## config.mk

```make
export PLATFORM = sky130hd
export DESIGN_NAME = ram_arbiter_flat
export DESIGN_NICKNAME = d
export VERILOG_FILES = /design/src/rtl/ram_arbiter_if.sv /design/src/rtl/ram_arbiter.sv /design/src/flat_wrapper.sv
export SDC_FILE = /design/constraint.sdc
export NUM_CORES = 1
export LEC_CHECK = 0
export CAP_MARGIN = 20
export CORE_AREA = 2 2 119 121
export CTS_CLUSTER_SIZE = 40
export DETAILED_ROUTE_END_ITERATION = 16
export DIE_AREA = 0 0 121 123
export PLACE_DENSITY = 0.7
export SLEW_MARGIN = 10
export SYNTH_ARGS = -nofsm -noshare
export SYNTH_HDL_FRONTEND = slang
export SYNTH_SLANG_ARGS = --single-unit
export TNS_END_PERCENT = 1
```

## constraint.sdc

```tcl
create_clock -name clk -period 4.3 [get_ports clk]
set_input_delay 0.645 -clock clk [delete_from_list [all_inputs] [get_ports clk]]
set_output_delay 0.645 -clock clk [all_outputs]
set_load 0.05 [all_outputs]
```

## src/rtl/ram_arbiter_if.sv

```systemverilog
// rtl/ram_arbiter_if.sv - one master's request/response port into the RAM arbiter
interface ram_arbiter_if;
  logic        req;
  logic        we;
  logic        lock;
  logic [31:0] addr;
  logic [31:0] wdata;
  logic        gnt;
  logic        rvalid;
  logic        err;
  logic [31:0] rdata;

  modport master (
    output req, we, lock, addr, wdata,
    input  gnt, rvalid, err, rdata
  );

  modport slave (
    input  req, we, lock, addr, wdata,
    output gnt, rvalid, err, rdata
  );
endinterface

```

## src/rtl/ram_arbiter.sv

```systemverilog
// rtl/ram_arbiter.sv - two-master single-port RAM arbiter with round-robin and bounded lock bursts
// Grants are combinational; responses are registered one cycle after the grant.
module ram_arbiter #(
  parameter int MAX_BURST = 4,
  parameter int RAM_WORDS = 4096
) (
  input  logic          clk,
  input  logic          rst_n,
  ram_arbiter_if.slave  m0,
  ram_arbiter_if.slave  m1,
  output logic          ram_we,
  output logic [31:0]   ram_addr,
  output logic [31:0]   ram_wdata,
  input  logic [31:0]   ram_rdata
);

  localparam int          CW    = $clog2(MAX_BURST + 1);
  localparam logic [CW-1:0] CMAX  = CW'(MAX_BURST);
  localparam logic [CW-1:0] CONE  = CW'(1);
  localparam logic [31:0] WORDS = 32'(RAM_WORDS);

  typedef enum logic [1:0] {IDLE, OWN0, OWN1} state_t;

  state_t        state;
  logic          last;
  logic [CW-1:0] cnt;

  logic          gnt0, gnt1, any_gnt;
  logic          sel_we, sel_lock, other_req, in_range, owner_cont;
  logic [31:0]   sel_addr, sel_wdata;
  logic [CW-1:0] cnt_inc;

  logic          rvalid0_q, rvalid1_q, err0_q, err1_q;
  logic [31:0]   rdata0_q, rdata1_q;

  // Grant decision; reset forces both grants low so nothing reaches the RAM.
  always_comb begin
    gnt0 = 1'b0;
    gnt1 = 1'b0;
    if (rst_n) begin
      case (state)
        IDLE: begin
          if (m0.req && m1.req) begin
            gnt0 = last;
            gnt1 = !last;
          end else begin
            gnt0 = m0.req;
            gnt1 = m1.req;
          end
        end
        OWN0: begin
          gnt0 = m0.req;
          gnt1 = !m0.req && m1.req;
        end
        OWN1: begin
          gnt1 = m1.req;
          gnt0 = !m1.req && m0.req;
        end
        default: begin
          gnt0 = 1'b0;
          gnt1 = 1'b0;
        end
      endcase
    end
  end

  always_comb begin
    any_gnt    = gnt0 || gnt1;
    sel_addr   = gnt1 ? m1.addr  : m0.addr;
    sel_wdata  = gnt1 ? m1.wdata : m0.wdata;
    sel_we     = gnt1 ? m1.we    : m0.we;
    sel_lock   = gnt1 ? m1.lock  : m0.lock;
    other_req  = gnt1 ? m0.req   : m1.req;
    in_range   = {2'b00, sel_addr[31:2]} < WORDS;
    owner_cont = (state == OWN0 && gnt0) || (state == OWN1 && gnt1);
    cnt_inc    = (cnt >= CMAX) ? CMAX : cnt + CONE;
  end

  assign ram_addr  = sel_addr;
  assign ram_wdata = sel_wdata;
  assign ram_we    = any_gnt && sel_we && in_range;

  assign m0.gnt    = gnt0;
  assign m1.gnt    = gnt1;
  assign m0.rvalid = rvalid0_q;
  assign m1.rvalid = rvalid1_q;
  assign m0.err    = err0_q;
  assign m1.err    = err1_q;
  assign m0.rdata  = rdata0_q;
  assign m1.rdata  = rdata1_q;

  always_ff @(posedge clk or negedge rst_n) begin
    if (!rst_n) begin
      state     <= IDLE;
      last      <= 1'b1;
      cnt       <= '0;
      rvalid0_q <= 1'b0;
      rvalid1_q <= 1'b0;
      err0_q    <= 1'b0;
      err1_q    <= 1'b0;
      rdata0_q  <= '0;
      rdata1_q  <= '0;
    end else begin
      rvalid0_q <= gnt0;
      rvalid1_q <= gnt1;
      err0_q    <= gnt0 && !in_range;
      err1_q    <= gnt1 && !in_range;
      rdata0_q  <= (gnt0 && in_range && !sel_we) ? ram_rdata : 32'h0;
      rdata1_q  <= (gnt1 && in_range && !sel_we) ? ram_rdata : 32'h0;

      if (!any_gnt) begin
        state <= IDLE;
        cnt   <= '0;
      end else begin
        last <= gnt1;
        if (owner_cont) begin
          // The owner keeps the RAM unless it unlocks or has used up its burst while the other waits.
          if (sel_lock && !(cnt_inc == CMAX && other_req)) begin
            cnt <= cnt_inc;
          end else begin
            state <= IDLE;
            cnt   <= '0;
          end
        end else if (sel_lock) begin
          state <= gnt1 ? OWN1 : OWN0;
          cnt   <= CONE;
        end else begin
          state <= IDLE;
          cnt   <= '0;
        end
      end
    end
  end

endmodule

```

## src/flat_wrapper.sv

```systemverilog
// flat-port wrapper written by rule: the top's interface ports become plain ports
module ram_arbiter_flat 
#(
  parameter int MAX_BURST = 4,
  parameter int RAM_WORDS = 4096
)
  (clk, rst_n, ram_we, ram_addr, ram_wdata, ram_rdata, m0_req, m0_we, m0_lock, m0_addr, m0_wdata, m0_gnt, m0_rvalid, m0_err, m0_rdata, m1_req, m1_we, m1_lock, m1_addr, m1_wdata, m1_gnt, m1_rvalid, m1_err, m1_rdata);
  ram_arbiter_if m0_i ();
  ram_arbiter_if m1_i ();
  input  logic clk;
  input  logic rst_n;
  output logic ram_we;
  output logic [31:0] ram_addr;
  output logic [31:0] ram_wdata;
  input  logic [31:0] ram_rdata;
  input wire logic [$bits(m0_i.req)-1:0] m0_req;
  input wire logic [$bits(m0_i.we)-1:0] m0_we;
  input wire logic [$bits(m0_i.lock)-1:0] m0_lock;
  input wire logic [$bits(m0_i.addr)-1:0] m0_addr;
  input wire logic [$bits(m0_i.wdata)-1:0] m0_wdata;
  output wire logic [$bits(m0_i.gnt)-1:0] m0_gnt;
  output wire logic [$bits(m0_i.rvalid)-1:0] m0_rvalid;
  output wire logic [$bits(m0_i.err)-1:0] m0_err;
  output wire logic [$bits(m0_i.rdata)-1:0] m0_rdata;
  input wire logic [$bits(m1_i.req)-1:0] m1_req;
  input wire logic [$bits(m1_i.we)-1:0] m1_we;
  input wire logic [$bits(m1_i.lock)-1:0] m1_lock;
  input wire logic [$bits(m1_i.addr)-1:0] m1_addr;
  input wire logic [$bits(m1_i.wdata)-1:0] m1_wdata;
  output wire logic [$bits(m1_i.gnt)-1:0] m1_gnt;
  output wire logic [$bits(m1_i.rvalid)-1:0] m1_rvalid;
  output wire logic [$bits(m1_i.err)-1:0] m1_err;
  output wire logic [$bits(m1_i.rdata)-1:0] m1_rdata;
  assign m0_i.req = m0_req;
  assign m0_i.we = m0_we;
  assign m0_i.lock = m0_lock;
  assign m0_i.addr = m0_addr;
  assign m0_i.wdata = m0_wdata;
  assign m0_gnt = m0_i.gnt;
  assign m0_rvalid = m0_i.rvalid;
  assign m0_err = m0_i.err;
  assign m0_rdata = m0_i.rdata;
  assign m1_i.req = m1_req;
  assign m1_i.we = m1_we;
  assign m1_i.lock = m1_lock;
  assign m1_i.addr = m1_addr;
  assign m1_i.wdata = m1_wdata;
  assign m1_gnt = m1_i.gnt;
  assign m1_rvalid = m1_i.rvalid;
  assign m1_err = m1_i.err;
  assign m1_rdata = m1_i.rdata;
  ram_arbiter #(.MAX_BURST(MAX_BURST), .RAM_WORDS(RAM_WORDS)) u_core (.clk(clk), .rst_n(rst_n), .m0(m0_i), .m1(m1_i), .ram_we(ram_we), .ram_addr(ram_addr), .ram_wdata(ram_wdata), .ram_rdata(ram_rdata));
endmodule
```

==> flow_summary.yaml <==
place:
  placed_cells: 913
  dp_hpwl_um: 12800
  place_ws_ps: 1020
  place_area_um2: 7610
  port_buffers: 302
  place.gp.congestion: 0.876
clock_tree:
  htreeDepth: 3
  clk_pin_slew_ps: 60
  cts_tree: "yes"
  cts_resized: 0
  clk_path_buf_depth: 2
  holdBufCountCts: 0
  cts_setup_buffers: 0
  numCtsBuffers: 9
  root_buffer: "clkbuf_16"
  insertion_delay_ps: 330
  clkSinkCount: 74
sta:
  max_slew_margin: 0.370
  setup_ws_ps: 994
  rsz0062_at_grt: "false"
  period_share: 0.769
  period_needed_ps: 3310
  hold_viol: 0
  drv_slew: 0
  worst_slew_pin_slew_ps: 945
  fmaxAchievable_ghz: 0.302
  hold_ws_ps: 101
  tns_ps: 0
  clock_skew_ps: 7.65
  setup_viol: 0
final_layout:
  fin_nets: 914
  diodes: 0
  area_delta_synth_final_pct: 109
  fin_area_um2: 7920
  drive_above_1_share: 0.171
  fin_cells: 928
  post-route-util: 0.581
yosys:
  synthFlopType: "dfrtp_1"
  yosys-top-cells-area: "dfrtp_1, nand2_1, nor3_2, and2_1, inv_1"
  netlist.area_leader.share: 0.483
  syn-cell-area_um2: 3780
  synth-seq-cells: 74
  yosys.area.top_type: "dfrtp_1"
  synth.distinct_cells: 39
  synth.avg_cell_area_um2: 8.41
  synth_nets: 620
  synth_warnings: 0
  synth-edff-count: 0
  netlist_top_cells_count: "nand2_1, dfrtp_1, inv_1"
  synth.most_common_cell: "nand2_1"
  seq_area_frac_synth: 0.490
  synthesis.instances: 450
  async_reset_ff_frac: 1.00
floorplan:
  dieArea_um2: 14900
  start_util: 0.278
  io_pins: 303
  die_y_um: 123
  core_area_um2: 13600
  num_rows: 43
  dieWidth_um: 121
global_route:
  grt_pass1_wl_um: 23300
  antenna_found_initial: 0
  grt_usage: 0.205
  grt_max_degree: 74
  grt_pass1_vias: 4230
  grt-ovfl-total: 0
drt:
  via_count: 4125
  drtPass1Iterations: 4
  via_per_inst: 4.45
  drtIter0Drc: 179
  drc: 0
  routed_wl_um: 15500
  route.detailed.wl_per_inst_um: 16.7
  ant_nets: 0
outcome:
  status: "finished clean"
worst_setup_path:
  r2r_cells: 6
  reg2reg_to: "u_core.m0.rdata[31]"
  critical_path_peak_fanout: 7
  cp.required_ps: 3650
  cp-end-kind: "output pin"
  worstReg2RegStart: "u_core.last"
  crit_type: "primary input to output pin"
  r2r_setup_slack_ps: 1600
  worstPathArrival_ps: 2660
  crit_path_start_kind: "primary input"
worst_hold_path:
  hp-class: "primary input to async pin"
power:
  power.switching_fraction: 0.315
  comb_power_share: 0.371
  peakVddDrop_v: 0.000180
  seqPwrFrac: 0.300
  pwr_density_cell_nw_per_um2: 300
  clockPowerShare: 0.329
  p_total_mw: 2.38
  p_leak_nw: 3.70
  switching_power_mw: 0.749
  power.internal_mw: 1.63
flow_run:
  drv_cap: 0
registers in the layout, summed over array words and instances (netlist names):
name and cells:
u_core.cnt 3, u_core.m0.rdata 32, u_core.m1.err 1, u_core.m0.rvalid 1
u_core.m0.err 1, u_core.last 1, u_core.state 2, u_core.m1.rdata 32
u_core.m1.rvalid 1
worst max-delay path by stage:
stage / startpoint / to / slack, ps / depth (start not counted)
after floorplan: m0_req / ram_addr[14] / 1450 / 6
after global placement: m1_req / ram_addr[31] / 1080 / 8
after detailed placement: m1_req / m0_gnt / 1020 / 5
after CTS: m1_req / m0_gnt / 980 / 5
after global routing: m1_req / ram_addr[31] / 830 / 8
final: m1_req / m0_gnt / 990 / 5
power by group through the flow:
stage | clock network, mW | registers, mW | logic (mW)
final | 0.782 | 0.712 | 0.882
after global routing | 0.831 | 0.712 | 0.923
after CTS | 0.792 | 0.711 | 0.891
after detailed placement | 0 | 0.724 | 0.889
after global placement | 0 | 0.723 | 0.882
after floorplan | 0 | 0.732 | 0.357
worst max-delay path: stages:
cell and delay (ps):
clkdlybuf4s50_1 530, o22ai_1 240, nand3_1 150, inv_1 170
clkdlybuf4s50_1 910
layer usage:
metal | vias up | global-route usage | wire, um
met5 | - | 0 | 0
met4 | 0 | 0.100 | 665
met3 | 37 | 0.0447 | 1130
met2 | 201 | 0.376 | 8060
li1 | 1992 | - | -
met1 | 1895 | 0.225 | 5630
cell type report:
cell class                      count  area (um^2)
Clock buffer                       10          229
Inverter                           38          143
Multi-Input combinational cell    314         1670
Timing Repair Buffer              307         3720
Clock inverter                      5         78.8
Tap cell                          180          225
Fill cell                        1146         5700
Sequential cell                    74         1850
cells in the final DEF (no fill, tap or decap), drive strengths merged:
cell	count
a211oi	2
or4	2
nor2b	1
o221ai	1
nand2	196
nand3	2
o21ai	5
a21oi	2
nor4	8
inv	39
nor3	34
o211ai	2
clkdlybuf4s50	235
nand4	4
and2	34
a31oi	1
a22oi	1
o21a	1
dfrtp	73
buf	72
dfstp	1
ha	2
o31ai	1
a32o	1
o22ai	2
bufinv	2
a21o	1
and3b	2
nor2	7
clkbuf	10
o211a	1
o22a	1
clkinv	2
cells by family (layout without fill, tap and decap cells):
group                      after synthesis  after routing  share of synthesized area
buffers and inverters                   62            360                     0.0724
and+or+nand+nor                        290            290                      0.388
AOI/OAI and AO/OA                       22             22                     0.0433
adders and majority gates                2              2                    0.00661
DFF                                     74             74                      0.490
Power figures use the tool's default switching activity.
